`src/rtl/vga_timing_if.sv`:
```
// Video timing output bundle for vga_timing_gen.
// Look-ahead members exist only with VGA_LOOKAHEAD_EN.
`timescale 1ns/1ps
interface vga_timing_if #(
  parameter int CW = 10
);
  logic          VGA_HS;
  logic          VGA_VS;
  logic          valid;
  logic [CW-1:0] X;
  logic [CW-1:0] Y;
  logic          line_start;
  logic          frame_start;
`ifdef VGA_LOOKAHEAD_EN
  logic          next_valid;
  logic [CW-1:0] NX;
  logic [CW-1:0] NY;

  modport master (
    output VGA_HS, VGA_VS, valid, X, Y,
    output line_start, frame_start,
    output next_valid, NX, NY
  );
  modport slave (
    input VGA_HS, VGA_VS, valid, X, Y,
    input line_start, frame_start,
    input next_valid, NX, NY
  );
`else
  modport master (
    output VGA_HS, VGA_VS, valid, X, Y,
    output line_start, frame_start
  );
  modport slave (
    input VGA_HS, VGA_VS, valid, X, Y,
    input line_start, frame_start
  );
`endif
endinterface

```
`src/rtl/vga_timing_gen.sv`:
```
// Parametrised VGA sync / pixel position generator, registered outputs.
// Optional VGA_LOOKAHEAD_EN adds next_valid/NX/NY one enabled edge ahead.
`timescale 1ns/1ps
module vga_timing_gen #(
  parameter int H_ACTIVE = 640,
  parameter int H_FP     = 16,
  parameter int H_SYNC   = 96,
  parameter int H_BP     = 48,
  parameter int V_ACTIVE = 480,
  parameter int V_FP     = 10,
  parameter int V_SYNC   = 2,
  parameter int V_BP     = 33,
  parameter bit HS_POL   = 1'b0,
  parameter bit VS_POL   = 1'b0,
  parameter int CW       = 10
) (
  input  logic       VGA_CLK,
  input  logic       RST_N,
  input  logic       EN,
  vga_timing_if.master vid
);

  localparam int H_TOTAL = H_ACTIVE + H_FP + H_SYNC + H_BP;
  localparam int V_TOTAL = V_ACTIVE + V_FP + V_SYNC + V_BP;

  if (H_ACTIVE < 1 || H_FP < 1 || H_SYNC < 1 || H_BP < 1 ||
      V_ACTIVE < 1 || V_FP < 1 || V_SYNC < 1 || V_BP < 1 ||
      CW < 1 || CW > 30 ||
      H_TOTAL > (1 << CW) || V_TOTAL > (1 << CW)) begin : g_bad_params
    $error("vga_timing_gen: invalid timing parameters");
  end

  localparam logic [CW-1:0] H_LAST = CW'(H_TOTAL - 1);
  localparam logic [CW-1:0] V_LAST = CW'(V_TOTAL - 1);
  localparam logic [CW-1:0] H_ACT  = CW'(H_ACTIVE);
  localparam logic [CW-1:0] V_ACT  = CW'(V_ACTIVE);
  localparam logic [CW-1:0] HS_BEG = CW'(H_ACTIVE + H_FP);
  localparam logic [CW-1:0] HS_END = CW'(H_ACTIVE + H_FP + H_SYNC);
  localparam logic [CW-1:0] VS_BEG = CW'(V_ACTIVE + V_FP);
  localparam logic [CW-1:0] VS_END = CW'(V_ACTIVE + V_FP + V_SYNC);

  typedef struct packed {
    logic          hs;
    logic          vs;
    logic          vld;
    logic [CW-1:0] x;
    logic [CW-1:0] y;
    logic          ls;
    logic          fs;
  } dec_t;

  localparam dec_t DEC_RST = '{
    hs: ~HS_POL, vs: ~VS_POL, vld: 1'b0,
    x: '0, y: '0, ls: 1'b0, fs: 1'b0
  };

  function automatic dec_t decode(
    input logic [CW-1:0] h,
    input logic [CW-1:0] v
  );
    dec_t d;
    logic act;
    act   = (h < H_ACT) && (v < V_ACT);
    d.vld = act;
    d.x   = act ? h : '0;
    d.y   = act ? v : '0;
    d.hs  = (h >= HS_BEG && h < HS_END) ? HS_POL : ~HS_POL;
    d.vs  = (v >= VS_BEG && v < VS_END) ? VS_POL : ~VS_POL;
    d.ls  = (h == '0);
    d.fs  = (h == '0) && (v == '0);
    return d;
  endfunction

  logic [CW-1:0] h_q, h_d;
  logic [CW-1:0] v_q, v_d;
  logic          h_end, v_end;
  dec_t          out_q;

  assign h_end = (h_q == H_LAST);
  assign v_end = (v_q == V_LAST);

  always_comb begin
    h_d = h_q;
    v_d = v_q;
    unique case (1'b1)
      !h_end: h_d = h_q + 1'b1;
      h_end && !v_end: begin
        h_d = '0;
        v_d = v_q + 1'b1;
      end
      default: begin
        h_d = '0;
        v_d = '0;
      end
    endcase
  end

  // Outputs decode the pre-advance counter: one enabled edge of latency.
  always_ff @(posedge VGA_CLK or negedge RST_N) begin
    if (!RST_N) begin
      h_q   <= '0;
      v_q   <= '0;
      out_q <= DEC_RST;
    end else if (EN) begin
      h_q   <= h_d;
      v_q   <= v_d;
      out_q <= decode(h_q, v_q);
    end
  end

  assign vid.VGA_HS      = out_q.hs;
  assign vid.VGA_VS      = out_q.vs;
  assign vid.valid       = out_q.vld;
  assign vid.X           = out_q.x;
  assign vid.Y           = out_q.y;
  assign vid.line_start  = out_q.ls;
  assign vid.frame_start = out_q.fs;

`ifdef VGA_LOOKAHEAD_EN
  logic          la_act_d;
  logic          nvld_q;
  logic [CW-1:0] nx_q, ny_q;

  assign la_act_d = (h_d < H_ACT) && (v_d < V_ACT);

  always_ff @(posedge VGA_CLK or negedge RST_N) begin
    if (!RST_N) begin
      nvld_q <= 1'b0;
      nx_q   <= '0;
      ny_q   <= '0;
    end else if (EN) begin
      nvld_q <= la_act_d;
      nx_q   <= la_act_d ? h_d : '0;
      ny_q   <= la_act_d ? v_d : '0;
    end
  end

  assign vid.next_valid = nvld_q;
  assign vid.NX         = nx_q;
  assign vid.NY         = ny_q;
`endif

endmodule

```
`src/flat_wrapper.sv`:
```
// flat-port wrapper written by rule: the top's interface ports become plain ports
module vga_timing_gen_flat 
#(
  parameter int H_ACTIVE = 640,
  parameter int H_FP     = 16,
  parameter int H_SYNC   = 96,
  parameter int H_BP     = 48,
  parameter int V_ACTIVE = 480,
  parameter int V_FP     = 10,
  parameter int V_SYNC   = 2,
  parameter int V_BP     = 33,
  parameter bit HS_POL   = 1'b0,
  parameter bit VS_POL   = 1'b0,
  parameter int CW       = 10
)
  (VGA_CLK, RST_N, EN, vid_VGA_HS, vid_VGA_VS, vid_valid, vid_X, vid_Y, vid_line_start, vid_frame_start);
  vga_timing_if #(.CW(CW)) vid_i ();
  input  logic VGA_CLK;
  input  logic RST_N;
  input  logic EN;
  output wire logic [$bits(vid_i.VGA_HS)-1:0] vid_VGA_HS;
  output wire logic [$bits(vid_i.VGA_VS)-1:0] vid_VGA_VS;
  output wire logic [$bits(vid_i.valid)-1:0] vid_valid;
  output wire logic [$bits(vid_i.X)-1:0] vid_X;
  output wire logic [$bits(vid_i.Y)-1:0] vid_Y;
  output wire logic [$bits(vid_i.line_start)-1:0] vid_line_start;
  output wire logic [$bits(vid_i.frame_start)-1:0] vid_frame_start;
  assign vid_VGA_HS = vid_i.VGA_HS;
  assign vid_VGA_VS = vid_i.VGA_VS;
  assign vid_valid = vid_i.valid;
  assign vid_X = vid_i.X;
  assign vid_Y = vid_i.Y;
  assign vid_line_start = vid_i.line_start;
  assign vid_frame_start = vid_i.frame_start;
  vga_timing_gen #(.H_ACTIVE(H_ACTIVE), .H_FP(H_FP), .H_SYNC(H_SYNC), .H_BP(H_BP), .V_ACTIVE(V_ACTIVE), .V_FP(V_FP), .V_SYNC(V_SYNC), .V_BP(V_BP), .HS_POL(HS_POL), .VS_POL(VS_POL), .CW(CW)) u_core (.VGA_CLK(VGA_CLK), .RST_N(RST_N), .EN(EN), .vid(vid_i));
endmodule
```
`config.mk`:
```
export PLATFORM = sky130hd
export DESIGN_NAME = vga_timing_gen_flat
export DESIGN_NICKNAME = d
export VERILOG_FILES = /design/src/rtl/vga_timing_if.sv /design/src/rtl/vga_timing_gen.sv /design/src/flat_wrapper.sv
export SDC_FILE = /design/constraint.sdc
export NUM_CORES = 1
export LEC_CHECK = 0
export ABC_AREA = 1
export BUFFER_PORTS_ARGS = -buffer_cell sky130_fd_sc_hd__buf_4
export CAP_MARGIN = 30
export CORE_UTILIZATION = 60
export CTS_CLUSTER_SIZE = 40
export DETAILED_ROUTE_END_ITERATION = 8
export PLACE_DENSITY_LB_ADDON = 0.15
export SETUP_SLACK_MARGIN = 0.5
export SYNTH_ARGS = -nofsm -noshare
export SYNTH_HDL_FRONTEND = slang
export SYNTH_SLANG_ARGS = --single-unit
export TNS_END_PERCENT = 1
```
`constraint.sdc`:
```
create_clock -name VGA_CLK -period 2.85 [get_ports VGA_CLK]
set_input_delay 0.285 -clock VGA_CLK [delete_from_list [all_inputs] [get_ports VGA_CLK]]
set_output_delay 0.285 -clock VGA_CLK [all_outputs]
set_load 0.1 [all_outputs]
```
; ---- Yosys cells after proc, flatten, opt, wreduce, memory -nomap -nowiden
; Cells that the tools add are included.
; Widths: inputs -> output; s select.
[word_totals]
out_inout_bits = 25
reg_bits = 45
[op_classes]
addsub = 2
n_lt_le_gt_ge = 6
muxes = 6
n_reduce_logical = 10
n_eq_ne = 2
[ops]
columns = operator, count
row1 = $mux 10, 3
row2 = $add 10x1->10 const B, 2
row3 = $eq 10x10->1 const B, 2
row4 = $logic_not 10->1, 2
row5 = $lt 10x10->1 const B, 2
row6 = $lt 10x9->1 const B, 2
row7 = $pmux 10 s2, 1
row8 = $ge 10x10->1 const B, 1
row9 = $ge 10x9->1 const B, 1
row10 = $logic_and 1x1->1, 5
row11 = $logic_not 1->1, 2
row12 = $mux 1, 2
row13 = $reduce_and 2->1, 1

; ---- Logic depth before layout (Yosys ltp)
[depth]
depth_word = 4
depth_mapped = 9

; ---- Worst setup path before layout
; Ideal clock, no wire load.
[synth_timing]
path_kind = register -> register
from = register u_core.v_q[1]
to = register u_core.v_q[0]
slack_ns = 1.552
arrival_time_ns = 1.170
n_path_buf = 0
setup_time_ns = 0.128
path_stages_with_launch = 10
required_ns = 2.722
cell_sequence = dfrtp_1 -> inv_1 -> ha_1 -> inv_1 -> nor2_1 -> nand3_1 -> nor2_1 -> inv_1 -> nand3_1 -> o21ai_0
[synth_between]
elab_chain_len = 4
[synth_rtl]
columns = element, line
row1 = from (decl), vga_timing_gen.sv:75  ; logic [CW-1:0] v_q, v_d;
row2 = from (signal assigned), vga_timing_gen.sv:106  ; v_q <= v_d;
row3 = $eq 10x10->1, vga_timing_gen.sv:80  ; assign v_end = (v_q == V_LAST);
row4 = $logic_not 1->1, vga_timing_gen.sv:87  ; h_end && !v_end: begin
row5 = $logic_and 1x1->1, vga_timing_gen.sv:87
row6 = $pmux 10 s2, vga_timing_gen.sv:85  ; unique case (1'b1)
; Every way passes these cells.
; A chain may end at the register's enable or synchronous reset.

; ---- Worst setup path in the final report
[layout_timing]
from = register u_core.h_q[5]
to = register u_core.v_q[4]
[layout_between]
elab_chain_len = 3
elab_cells_between_ends = 5
cone_classes = 1 x eq/ne / 1 x mux / 3 x reduce/logical
[layout_rtl]
columns = element, line
row1 = from (decl), vga_timing_gen.sv:74  ; logic [CW-1:0] h_q, h_d;
row2 = from (signal assigned), vga_timing_gen.sv:101  ; h_q <= '0;
row3 = from (signal assigned), vga_timing_gen.sv:105  ; h_q <= h_d;
row4 = $eq 10x10->1 (*), vga_timing_gen.sv:79  ; assign h_end = (h_q == H_LAST);
row5 = $logic_and 1x1->1 / $logic_not 1->1 (equally long branches), "vga_timing_gen.sv:87, vga_timing_gen.sv:86"
row6 = $pmux 10 s2, vga_timing_gen.sv:85
; Every way passes the cells marked *; elsewhere a longest branch is shown, timed or not.

==> out/metrics.cfg <==
[timing]
slew_headroom_pct = 62.3
layout_min_cycle_time_ns = 1.54
fmax_mhz = 651
finalSetupTns_ns = 0
period_share_pct = 53.9
drv_slew = 0
setup_viol = 0
fin_worst_skew_ns = 0.00926
worstMarginPinSlew_ns = 0.565
hold_viol = 0
rsz0062_at_grt = no

[setup_path]
required_ns = 3.04
rr_worst_depth = 8
arrival_ns = 1.72
end_kind = register
ff2ff_setup_slack_ns = 1.31
crit_slowest_cell = dfrtp_1
crit_type = register to register
worstReg2RegStart = u_core.h_q[5]
crit_fanout = 7
crit_top_cell = nand2_1
slowest_delay_ns = 0.41
cp-start-kind = register
crit_chain = inv_1 > nand2_1 > nor2_1 > nand3_2 > nor2_4 > inv_1 > nand2_1 > nand2_1
r2r_end = u_core.v_q[4]

[place]
gp_congestion = 0.868
dp_hpwl_um = 3260
io_buffers = 27

[global_route]
grt_max_degree = 46
grt_pass1_vias = 1706
gr-total-overflow = 0
grtUsageTotal_pct = 26.2
grt_pass1_wl_um = 7910
antenna_found_initial = 0

[synthesis]
synth_common_cells = 66 x nand2_1, 43 x dfrtp_1, 38 x inv_1
synthFlopType = dfrtp_1
yosysTopAreaCell = dfrtp_1
synth_area_leaders = dfrtp_1 49%, nand2_1 11%, inv_1 6.5%
synth-edff-count = 0
yosys_warnings = 0
synth_top_area_share_pct = 48.8
syn-num-nets = 271
synth_area_um2 = 2210
syn_inst = 264
syn_area_per_cell_um2 = 8.36
yosysUniqueCellTypes = 27
ys_seq_elements = 45
ys_seq_area_share_pct = 51.1
ys_async_sr_fraction_pct = 100
yosysMostFrequentCell = nand2_1

[route]
avgViaCountPerCell = 5.45
routed_wl_um = 4610
drc = 0
ant_nets = 0
first_pass_iters = 4
avgRoutedWirePerCell_um = 13.5
vias = 1863
drt_iter0_drc = 181

[cells_and_area]
diodes = 0
postLayoutCoreUtil_pct = 74.6
n_fill_cell = 272
multi_input_area_um2 = 901
regArea_um2 = 1130
final_nets = 302
area_delta_synth_final_pct = 16.4
drive_gt1_share_pct = 19.6

[min_path]
hp-start = EN
whs_endpoint = u_core.vid.Y[9]
hold_path_depth = 2
hold_class = input port to register

[floorplan]
core_um2 = 3440
ios = 28
floorplan.initialDensity_pct = 64.1
die_w_um = 62.7
die_area_um2 = 3930
die_h_um = 62.7
num_rows = 21

[clocking]
cts_num_sinks = 45
cts-root-buf = clkbuf_8
cts_repair_resize_count = 0
clkSlewWorstSetupHoldPaths_ns = 0.08
cts_tree = built
cts.path.max_buffers = 2
htreeDepth = 2
cts_buffers = 5
clk_latency_ns = 0.30

[power_and_ir_drop]
clkPwrFrac_pct = 19.1
switching_share_pct = 50.2
p_int_mw = 1.27
p_sw_mw = 1.28
peakVddDrop_mv = 0.728
power_frac_seq_pct = 34.6
power.density_nw_per_um2 = 992
power_mw = 2.55
leakage_nw = 1.30
pwr-share-comb_pct = 46.3

[job]
drv_cap = 0

[outcome]
status = completed

==> layout make-up <==
class                   instances  share of cell area, %
flip-flops and latches         45                   43.9
well taps                      46                   2.24
inverters                      41                   5.99
multi-input cells             174                   35.1
clock inverters                 3                   1.80
clock buffers                   5                   2.68
repair buffers                 28                   8.28
==> cell usage in the layout (no fill, tap or decap), drive strengths merged <==
cell,instances
buf,27
nor3,4
xor2,7
nand3,17
o21bai,1
ha,4
a21oi,2
nor4,2
nor2,31
o31ai,1
clkinvlp,1
dfstp,2
nand4,8
dlygate4sd3,1
bufinv,1
a22o,1
inv,41
o21ai,26
nand2,68
nand3b,2
clkbuf,5
clkinv,1
dfrtp,43
==> flip-flops by register name (all words and copies together), names as in the netlist <==
register / count
u_core.vid.valid: 1
u_core.vid.Y: 10
u_core.h_q: 10
u_core.vid.VGA_HS: 1
u_core.vid.X: 10
u_core.vid.line_start: 1
u_core.v_q: 10
u_core.vid.VGA_VS: 1
u_core.vid.frame_start: 1
==> power by group through the flow <==
| stage | registers (mW) | logic, mW | clock network (mW) |
|---|---|---|---|
| floorplan | 1.52 | 0.300 | 0 |
| global placement | 0.890 | 1.16 | 0 |
| detailed placement | 0.894 | 1.17 | 0 |
| CTS | 0.883 | 1.18 | 0.494 |
| global route | 0.902 | 1.25 | 0.519 |
| finish | 0.882 | 1.18 | 0.485 |
==> how the worst max path moves through the flow <==
stage	startpoint	to	slack, ns
2_1_floorplan	u_core.v_q[1]	u_core.v_q[0]	1.55
3_3_place_gp	u_core.h_q[8]	u_core.vid.X[9]	1.36
3_5_place_dp	u_core.h_q[8]	u_core.vid.X[5]	1.34
4_1_cts	u_core.h_q[8]	u_core.vid.X[5]	1.31
5_1_grt	u_core.v_q[1]	u_core.v_q[0]	1.19
6_report	u_core.h_q[5]	u_core.v_q[4]	1.31
==> through the flow <==
step                cell area [µm²]  hold WS, ns  setup slack (ns)  cells
floorplan                      2210      -0.0106              1.55    264
global placement               2440        0.309              1.36    333
detailed placement             2440        0.315              1.34    333
CTS                            2570        0.283              1.31    342
global route                   2570        0.304              1.19    342
finish                         2570        0.293              1.31    342
==> metal layers <==
layer,up-vias,global-route usage [%],part of all wire [%],wire [µm]
met1,880,37.8,47,2180
met4,0,9.59,1.3,61
met3,8,5.29,6.8,315
met5,-,0,0,0
li1,903,-,-,-
met2,72,39.1,44,2050
==> cell families after synthesis <==
| kind of cell | count (synthesis) | synth area share (%) |
|---|---|---|
| buf+inv | 45 | 8.05 |
| simple gates | 132 | 26.8 |
| xor+xnor | 7 | 2.78 |
| flops | 45 | 51.1 |
| compound gates | 31 | 8.96 |
| fa+ha+maj | 4 | 2.27 |
==> critical path: cells and delay by family (launching register included) <==
kind	cells	cell delay [ns]
flops	1	0.41
buf+inv	2	0.25
simple gates	6	0.77
==> timing repair <==
item                                   4_1_cts  5_1_grt
hold buffers                                 1        0
setup buffers                                0        0
endpoints found under the hold margin       43        0
(Power assumes the default switching activity.)
